### config.mk
export PLATFORM = sky130hd
export DESIGN_NAME = keypad_scanner
export DESIGN_NICKNAME = d
export VERILOG_FILES = /design/src/rtl/keypad_pkg.sv /design/src/rtl/keypad_debounce.sv /design/src/rtl/keypad_scanner.sv
export SDC_FILE = /design/constraint.sdc
export NUM_CORES = 1
export LEC_CHECK = 0
export CAP_MARGIN = 20
export CORE_MARGIN = 1.5
export CORE_UTILIZATION = 41
export CTS_CLUSTER_SIZE = 12
export DETAILED_ROUTE_END_ITERATION = 10
export PLACE_DENSITY = 0.65
export RECOVER_POWER = 100
export SYNTH_ARGS = -nofsm -noshare
export SYNTH_HDL_FRONTEND = slang
export SYNTH_HIERARCHICAL = 1
export SYNTH_SLANG_ARGS = --single-unit
### constraint.sdc
create_clock -name clk -period 12.6 [get_ports clk]
set_clock_uncertainty 0.1 [all_clocks]
set_input_delay 3.15 -clock clk [delete_from_list [all_inputs] [get_ports clk]]
set_output_delay 3.15 -clock clk [all_outputs]
set_load 0.01 [all_outputs]
### src/rtl/keypad_pkg.sv
// Shared types, sentinels and the physical key map for the 4x4 hex keypad scanner.
package keypad_pkg;

  typedef enum logic [1:0] {
    S_DRIVE  = 2'd0,
    S_SAMPLE = 2'd1,
    S_EVAL   = 2'd2
  } scan_state_t;

  // Scan results are 5 bits wide: a hex key in [3:0], or this sentinel for "no single key".
  localparam logic [4:0] KEY_NONE = 5'h10;

  // Entry [4*row+col] is the legend printed on that key; col 0 is the leftmost column.
  localparam logic [15:0][3:0] KEY_MAP = {
    4'hD, 4'hE, 4'hF, 4'h0,   // row 3
    4'hC, 4'h9, 4'h8, 4'h7,   // row 2
    4'hB, 4'h6, 4'h5, 4'h4,   // row 1
    4'hA, 4'h3, 4'h2, 4'h1    // row 0
  };

  // Chords and ghost images both show up as two or more closed contacts; all collapse to NONE.
  function automatic logic [4:0] scan_decode(input logic [15:0] closed);
    logic [4:0] hits;
    logic [4:0] key;
    hits = '0;
    key  = KEY_NONE;
    for (int i = 0; i < 16; i++) begin
      if (closed[i[3:0]]) begin
        hits = hits + 5'd1;
        key  = {1'b0, KEY_MAP[i[3:0]]};
      end
    end
    return (hits == 5'd1) ? key : KEY_NONE;
  endfunction

endpackage

### src/rtl/keypad_debounce.sv
// Debounce and one-shot event generation on full-scan results.
// Optional auto-repeat is built only when KEYPAD_REPEAT_EN is defined.
module keypad_debounce
  import keypad_pkg::*;
#(
  parameter int DEBOUNCE_SCANS = 4,
  parameter int REPEAT_SCANS   = 64
) (
  input  logic       clk,
  input  logic       rst,
  input  logic       strobe,
  input  logic [4:0] result,
  output logic       accept,
  output logic [3:0] accept_key,
  output logic [3:0] key_code,
  output logic       key_valid,
  output logic       key_held
);

  localparam int            CW        = $clog2(DEBOUNCE_SCANS + 1);
  localparam logic [CW-1:0] COUNT_MAX = CW'(DEBOUNCE_SCANS);

  logic [4:0]    cand_q, cand_d;
  logic [CW-1:0] count_q, count_d;
  logic          held_d;
  logic          same;
  logic          becomes;
  logic          repeat_due;

  // NOTE: every signal driven here gets a default first, so no path leaves one unassigned
  // and no latch is inferred.
  always_comb begin
    same    = (result == cand_q);
    cand_d  = cand_q;
    count_d = count_q;
    becomes = 1'b0;
    if (strobe) begin
      if (same) begin
        count_d = (count_q == COUNT_MAX) ? count_q : count_q + 1'b1;
      end else begin
        cand_d  = result;
        count_d = CW'(1);
      end
      // Only the scan on which the count reaches the limit counts as a decision.
      becomes = (count_d == COUNT_MAX) && (!same || count_q != COUNT_MAX);
    end
  end

`ifdef KEYPAD_REPEAT_EN
  localparam int RW = $clog2(REPEAT_SCANS + 1);

  logic [RW-1:0] rep_q, rep_d;

  always_comb begin
    rep_d      = rep_q;
    repeat_due = 1'b0;
    if (strobe) begin
      if (!same || becomes) begin
        rep_d = '0;
      end else if (key_held && cand_q == {1'b0, key_code}) begin
        if (rep_q == RW'(REPEAT_SCANS - 1)) begin
          repeat_due = 1'b1;
          rep_d      = '0;
        end else begin
          rep_d = rep_q + 1'b1;
        end
      end
    end
  end

  always_ff @(posedge clk) begin
    if (rst) rep_q <= '0;
    else     rep_q <= rep_d;
  end
`else
  localparam int UNUSED_REPEAT_SCANS = REPEAT_SCANS;
  assign repeat_due = 1'b0;
`endif

  always_comb begin
    held_d     = key_held;
    accept     = 1'b0;
    accept_key = result[3:0];
    if (becomes) begin
      if (result == KEY_NONE) begin
        held_d = 1'b0;
      end else begin
        held_d = 1'b1;
        // A still-held key that merely bounced back does not fire again; a new key does.
        if (!key_held || result[3:0] != key_code) accept = 1'b1;
      end
    end else if (repeat_due) begin
      accept = 1'b1;
    end
  end

  // NOTE: state registers use non-blocking assignments so every flop samples pre-edge values.
  always_ff @(posedge clk) begin
    if (rst) begin
      cand_q    <= KEY_NONE;
      count_q   <= '0;
      key_held  <= 1'b0;
      key_code  <= '0;
      key_valid <= 1'b0;
    end else begin
      cand_q    <= cand_d;
      count_q   <= count_d;
      key_held  <= held_d;
      key_valid <= accept;
      if (accept) key_code <= accept_key;
    end
  end

endmodule

### src/rtl/keypad_scanner.sv
// 4x4 hex keypad scanner: row drive FSM, column synchronizer, debounce and 16-bit entry value.
// Define KEYPAD_REPEAT_EN to build the auto-repeat feature.
module keypad_scanner
  import keypad_pkg::*;
#(
  parameter int SETTLE_CYCLES  = 1000,
  parameter int DEBOUNCE_SCANS = 4,
  parameter int REPEAT_SCANS   = 64
) (
  input  logic        clk,
  input  logic        rst,
  input  logic        clear,
  input  logic [3:0]  col,
  output logic [3:0]  row,
  output logic [3:0]  key_code,
  output logic        key_valid,
  output logic        key_held,
  output logic [15:0] value
);

  localparam int SW = $clog2(SETTLE_CYCLES);

  scan_state_t   state_q, state_d;
  logic [1:0]    idx_q, idx_d;
  logic [SW-1:0] settle_q, settle_d;
  logic [15:0]   scan_q, scan_d;
  logic [3:0]    col_meta, col_sync;
  logic          accept;
  logic [3:0]    accept_key;

  always_comb begin
    state_d  = state_q;
    idx_d    = idx_q;
    settle_d = settle_q;
    scan_d   = scan_q;
    case (state_q)
      S_DRIVE: begin
        if (settle_q == SW'(SETTLE_CYCLES - 1)) begin
          settle_d = '0;
          state_d  = S_SAMPLE;
        end else begin
          settle_d = settle_q + 1'b1;
        end
      end
      S_SAMPLE: begin
        // Columns are active-low: a closed contact becomes a 1 in the scan image.
        scan_d[4*idx_q +: 4] = ~col_sync;
        idx_d   = idx_q + 1'b1;
        state_d = (idx_q == 2'd3) ? S_EVAL : S_DRIVE;
      end
      S_EVAL:  state_d = S_DRIVE;
      default: state_d = S_DRIVE;
    endcase
  end

  // NOTE: the scan image is an ordinary register, reset so an interrupted scan leaves no residue.
  always_ff @(posedge clk) begin
    if (rst) begin
      state_q  <= S_DRIVE;
      idx_q    <= '0;
      settle_q <= '0;
      scan_q   <= '0;
      row      <= 4'b1110;
      col_meta <= 4'hF;
      col_sync <= 4'hF;
    end else begin
      state_q  <= state_d;
      idx_q    <= idx_d;
      settle_q <= settle_d;
      scan_q   <= scan_d;
      row      <= ~(4'b0001 << idx_d);
      col_meta <= col;
      col_sync <= col_meta;
    end
  end

  keypad_debounce #(
    .DEBOUNCE_SCANS(DEBOUNCE_SCANS),
    .REPEAT_SCANS  (REPEAT_SCANS)
  ) u_debounce (
    .clk       (clk),
    .rst       (rst),
    .strobe    (state_q == S_EVAL),
    .result    (scan_decode(scan_q)),
    .accept    (accept),
    .accept_key(accept_key),
    .key_code  (key_code),
    .key_valid (key_valid),
    .key_held  (key_held)
  );

  // clear outranks a same-cycle digit entry.
  always_ff @(posedge clk) begin
    if (rst)         value <= '0;
    else if (clear)  value <= '0;
    else if (accept) value <= {value[11:0], accept_key};
  end

endmodule

==> summary.txt <==
Outcome
  – Status: finished, violations left
  – Failing checks: capacitance limit, slew limit

Synth
  – Syn Nets: 581
  – Ys flop type: dfxtp_1
  – Largest area contributor in the netlist: dfxtp_1
  – Yosys reg bits: 72
  – Top cell type's share of synthesized area: 31.4%
  – Syn Inst Count: 549
  – Post-Syn Area: 4590 µm²
  – Synth area leaders: dfxtp_1 (31%), nor2_1 (7.5%), ha_1 (6.8%), mux2i_1 (4.8%), xnor2_1 (4.8%)
  – Synth warn: 6
  – Synth cell types: 70
  – Async SR Flop Fraction: 0%
  – Syn_area_per_cell: 8.37 µm²
  – Seq/Total Area, Yosys: 31.4%
  – Number of synthesized flops with an enable pin: 0

Routing
  – Drc violations: 0
  – DR iter-0 viols: 163
  – DR vias: 3702
  – Post-DR wirelength/cell: 12.9 µm
  – Vias/cell: 5.20
  – Final ANT Viol Nets: 0
  – DRT Pass-1 Iters: 4
  – Total Wirelength: 9220 µm

Pwr
  – Sw frac: 19.4%
  – Pwr/cell area: 90.2 nW/µm²
  – Peak supply drop: 0.0917 mV
  – Net Sw Power: 92.3 µW
  – Clock network fraction of design power: 49.9%
  – Flop pwr share: 48.5%
  – Int Pwr: 385 µW
  – Leakage: 2.10 nW
  – Tot Pwr: 477 µW
  – Logic pwr share: 1.7%

Min path
  – Hold path depth: 1
  – Worst hold path type: register to register

Setup path
  – Reg2reg start: scan_q[0]
  – Reg2Reg Setup Slack: 1.04 ns
  – CP max FO: 9
  – Critical Path Most Common Cell: ha_1
  – Critical path type: register to register
  – Critical-path top delay cell: or4b_4
  – CP endpoint kind: register
  – CP startpoint kind: register
  – Worst R2R End: value[11]
  – CP startpoint: scan_q[0]
  – Reg2Reg Depth: 55
  – CP arrival: 11.69 ns
  – CP required: 12.73 ns
  – Critical path's largest stage delay: 0.51 ns
  – Worst Setup EP: value[11]

Timing
  – Max Fclk: 86.5 MHz
  – RSZ-0062 raised after global routing: false
  – Max-slew headroom: -34.1%
  – Worst slew pin tran: 2.01 ns
  – Final-report max-slew violation count: 52
  – Setup violators final: 0
  – Final period util: 91.8%
  – Final Hold Viols: 0
  – Final min period: 11.56 ns
  – Final TNS setup: 0 ns
  – Worst hold margin: 0.307 ns

Run
  – Max cap viols: 1

Final layout
  – Fin util: 48.6%
  – Area of the multi-input gates: 2980 µm²
  – Most common cell after layout, fill and taps aside: nor2_1
  – Most frequent cells in the layout: nor2_1 (91), dfxtp_1 (72), nand2_1 (45)
  – Register Area: 1440 µm²
  – Ratio of cells with drive above 1 in the final layout: 10.7%
  – Layout area overhead: 15.1%
  – Final Non-Filler Cells: 712
  – Diode count: 0
  – # nets final: 599
  – Fillers: 1033

Clock tree
  – Worst-Skew Late Latency: 0.34 ns
  – H-tree depth: 3
  – CTS tree: done
  – CTS clk-pin slew, worst paths: 0.07 ns
  – Num CTS Buffers: 9
  – Clock sinks: 72
  – Hold buffer count at CTS: 0
  – Root Driver: clkbuf_8
  – Clock buffer depth: 2

Global route
  – Initial antenna violation count: 0
  – Total GRT Usage: 16.6%
  – Congestion Overflow GR: 0
  – Pin count of the biggest net entering global routing: 52
  – Number of global-route vias before repair: 3633
  – First-pass GRT wire length: 15900 µm

Placement
  – Port Buffer Count: 32
  – Post-DP HPWL: 6780 µm
  – Routability Congestion: 0.811
  – Dpl cells: 694

Die
  – Starting Density: 42.2%
  – Rows: 38
  – IO Count: 33
  – Die Area: 11800 µm²
  – Die width: 109 µm
  – Chip Height: 109 µm
  – Core area: 10900 µm²
[final cells by class]
cell class	instances	area share, %
tap	140	3.31
inverter	17	1.23
timing repair buffer	38	6.84
clock inverter	7	2.72
sequential	72	27.3
clock buffer	9	2.34
multi-input combinational	429	56.3
[worst min-delay path by stage]
stage,startpoint,end,slack (ns)
2_1_floorplan,col_meta[0],col_sync[0],0.29
3_3_place_gp,col_meta[3],col_sync[3],0.29
3_5_place_dp,col_meta[3],col_sync[3],0.29
4_1_cts,col_meta[1],col_sync[1],0.31
5_1_grt,col_meta[2],col_sync[2],0.32
6_report,col_meta[1],col_sync[1],0.31
[power by group through the flow]
stage,combinational [mW],sequential [mW],clock [mW]
6_report,0.00796,0.231,0.238
3_3_place_gp,0.00824,0.236,0
4_1_cts,0.00828,0.231,0.244
3_5_place_dp,0.00826,0.236,0
5_1_grt,0.00914,0.231,0.252
2_1_floorplan,0.00521,0.236,0
[sequential cells by signal, indices dropped and copies added (netlist names)]
register              cells
scan_q                   16
value                    16
settle_q                 10
u_debounce/cand_q         5
col_meta                  4
col_sync                  4
row                       4
u_debounce/key_code       4
u_debounce/count_q        3
idx_q                     2
state_q                   2
u_debounce/key_held       1
u_debounce/key_valid      1
[through the flow]
stage          setup WS, ns  area (µm²)
3_5_place_dp          0.606        4980
2_1_floorplan          1.36        4590
6_report               1.04        5290
3_3_place_gp           1.06        4980
5_1_grt              0.0610        5290
4_1_cts               0.566        5250
[what timing repair did]
action,in CTS,in global routing
gates resized for setup,0,6
endpoints found under the setup margin,0,17
setup buffers,0,2
endpoints found under the hold margin,0,0
[layer usage]
layer / track usage [%] / share of wire [%] / wire length [µm]
met1: 21.5 / 50 / 4640
met4: 6.11 / 1.1 / 104
met3: 2.93 / 2.3 / 209
met2: 27.4 / 46 / 4270
met5: 0 / 0 / 0
[worst max-delay path: cells and delay by family, from the launching register on]
family                     cells  cell delay (ns)
AOI/OAI and AO/OA             14             2.45
adders and majority gates     14             4.05
xor gates and xnor gates       3             0.51
buffers and inverters          4             0.47
muxes                          4             1.05
DFF                            1             0.34
and+or+nand+nor               16             2.49
[kinds of logic after synthesis]
kind of cell / count (synthesis) / share of synthesized area [%]
buffers and inverters: 48 / 4.44
muxes: 27 / 6.27
adders and majority gates: 25 / 6.81
DFF: 72 / 31.4
xor gates and xnor gates: 55 / 13.3
and+or+nand+nor: 227 / 24.1
AOI/OAI and AO/OA: 95 / 13.7
[cell usage after synthesis, drive strengths merged (5+ instances only)]
| cell type | n |
|---|---|
| or2 | 11 |
| inv | 16 |
| dfxtp | 72 |
| ha | 25 |
| clkbuf | 22 |
| nand2b | 6 |
| xor2 | 20 |
| mux2i | 22 |
| buf | 9 |
| nand2 | 45 |
| and3 | 7 |
| nand3 | 14 |
| nor2 | 92 |
| xnor3 | 7 |
| a21oi | 40 |
| nand4 | 11 |
| xnor2 | 28 |
| nor3 | 9 |
| nor4 | 5 |
| o21ai | 14 |
Note: power is estimated with default switching activity, not from simulation.
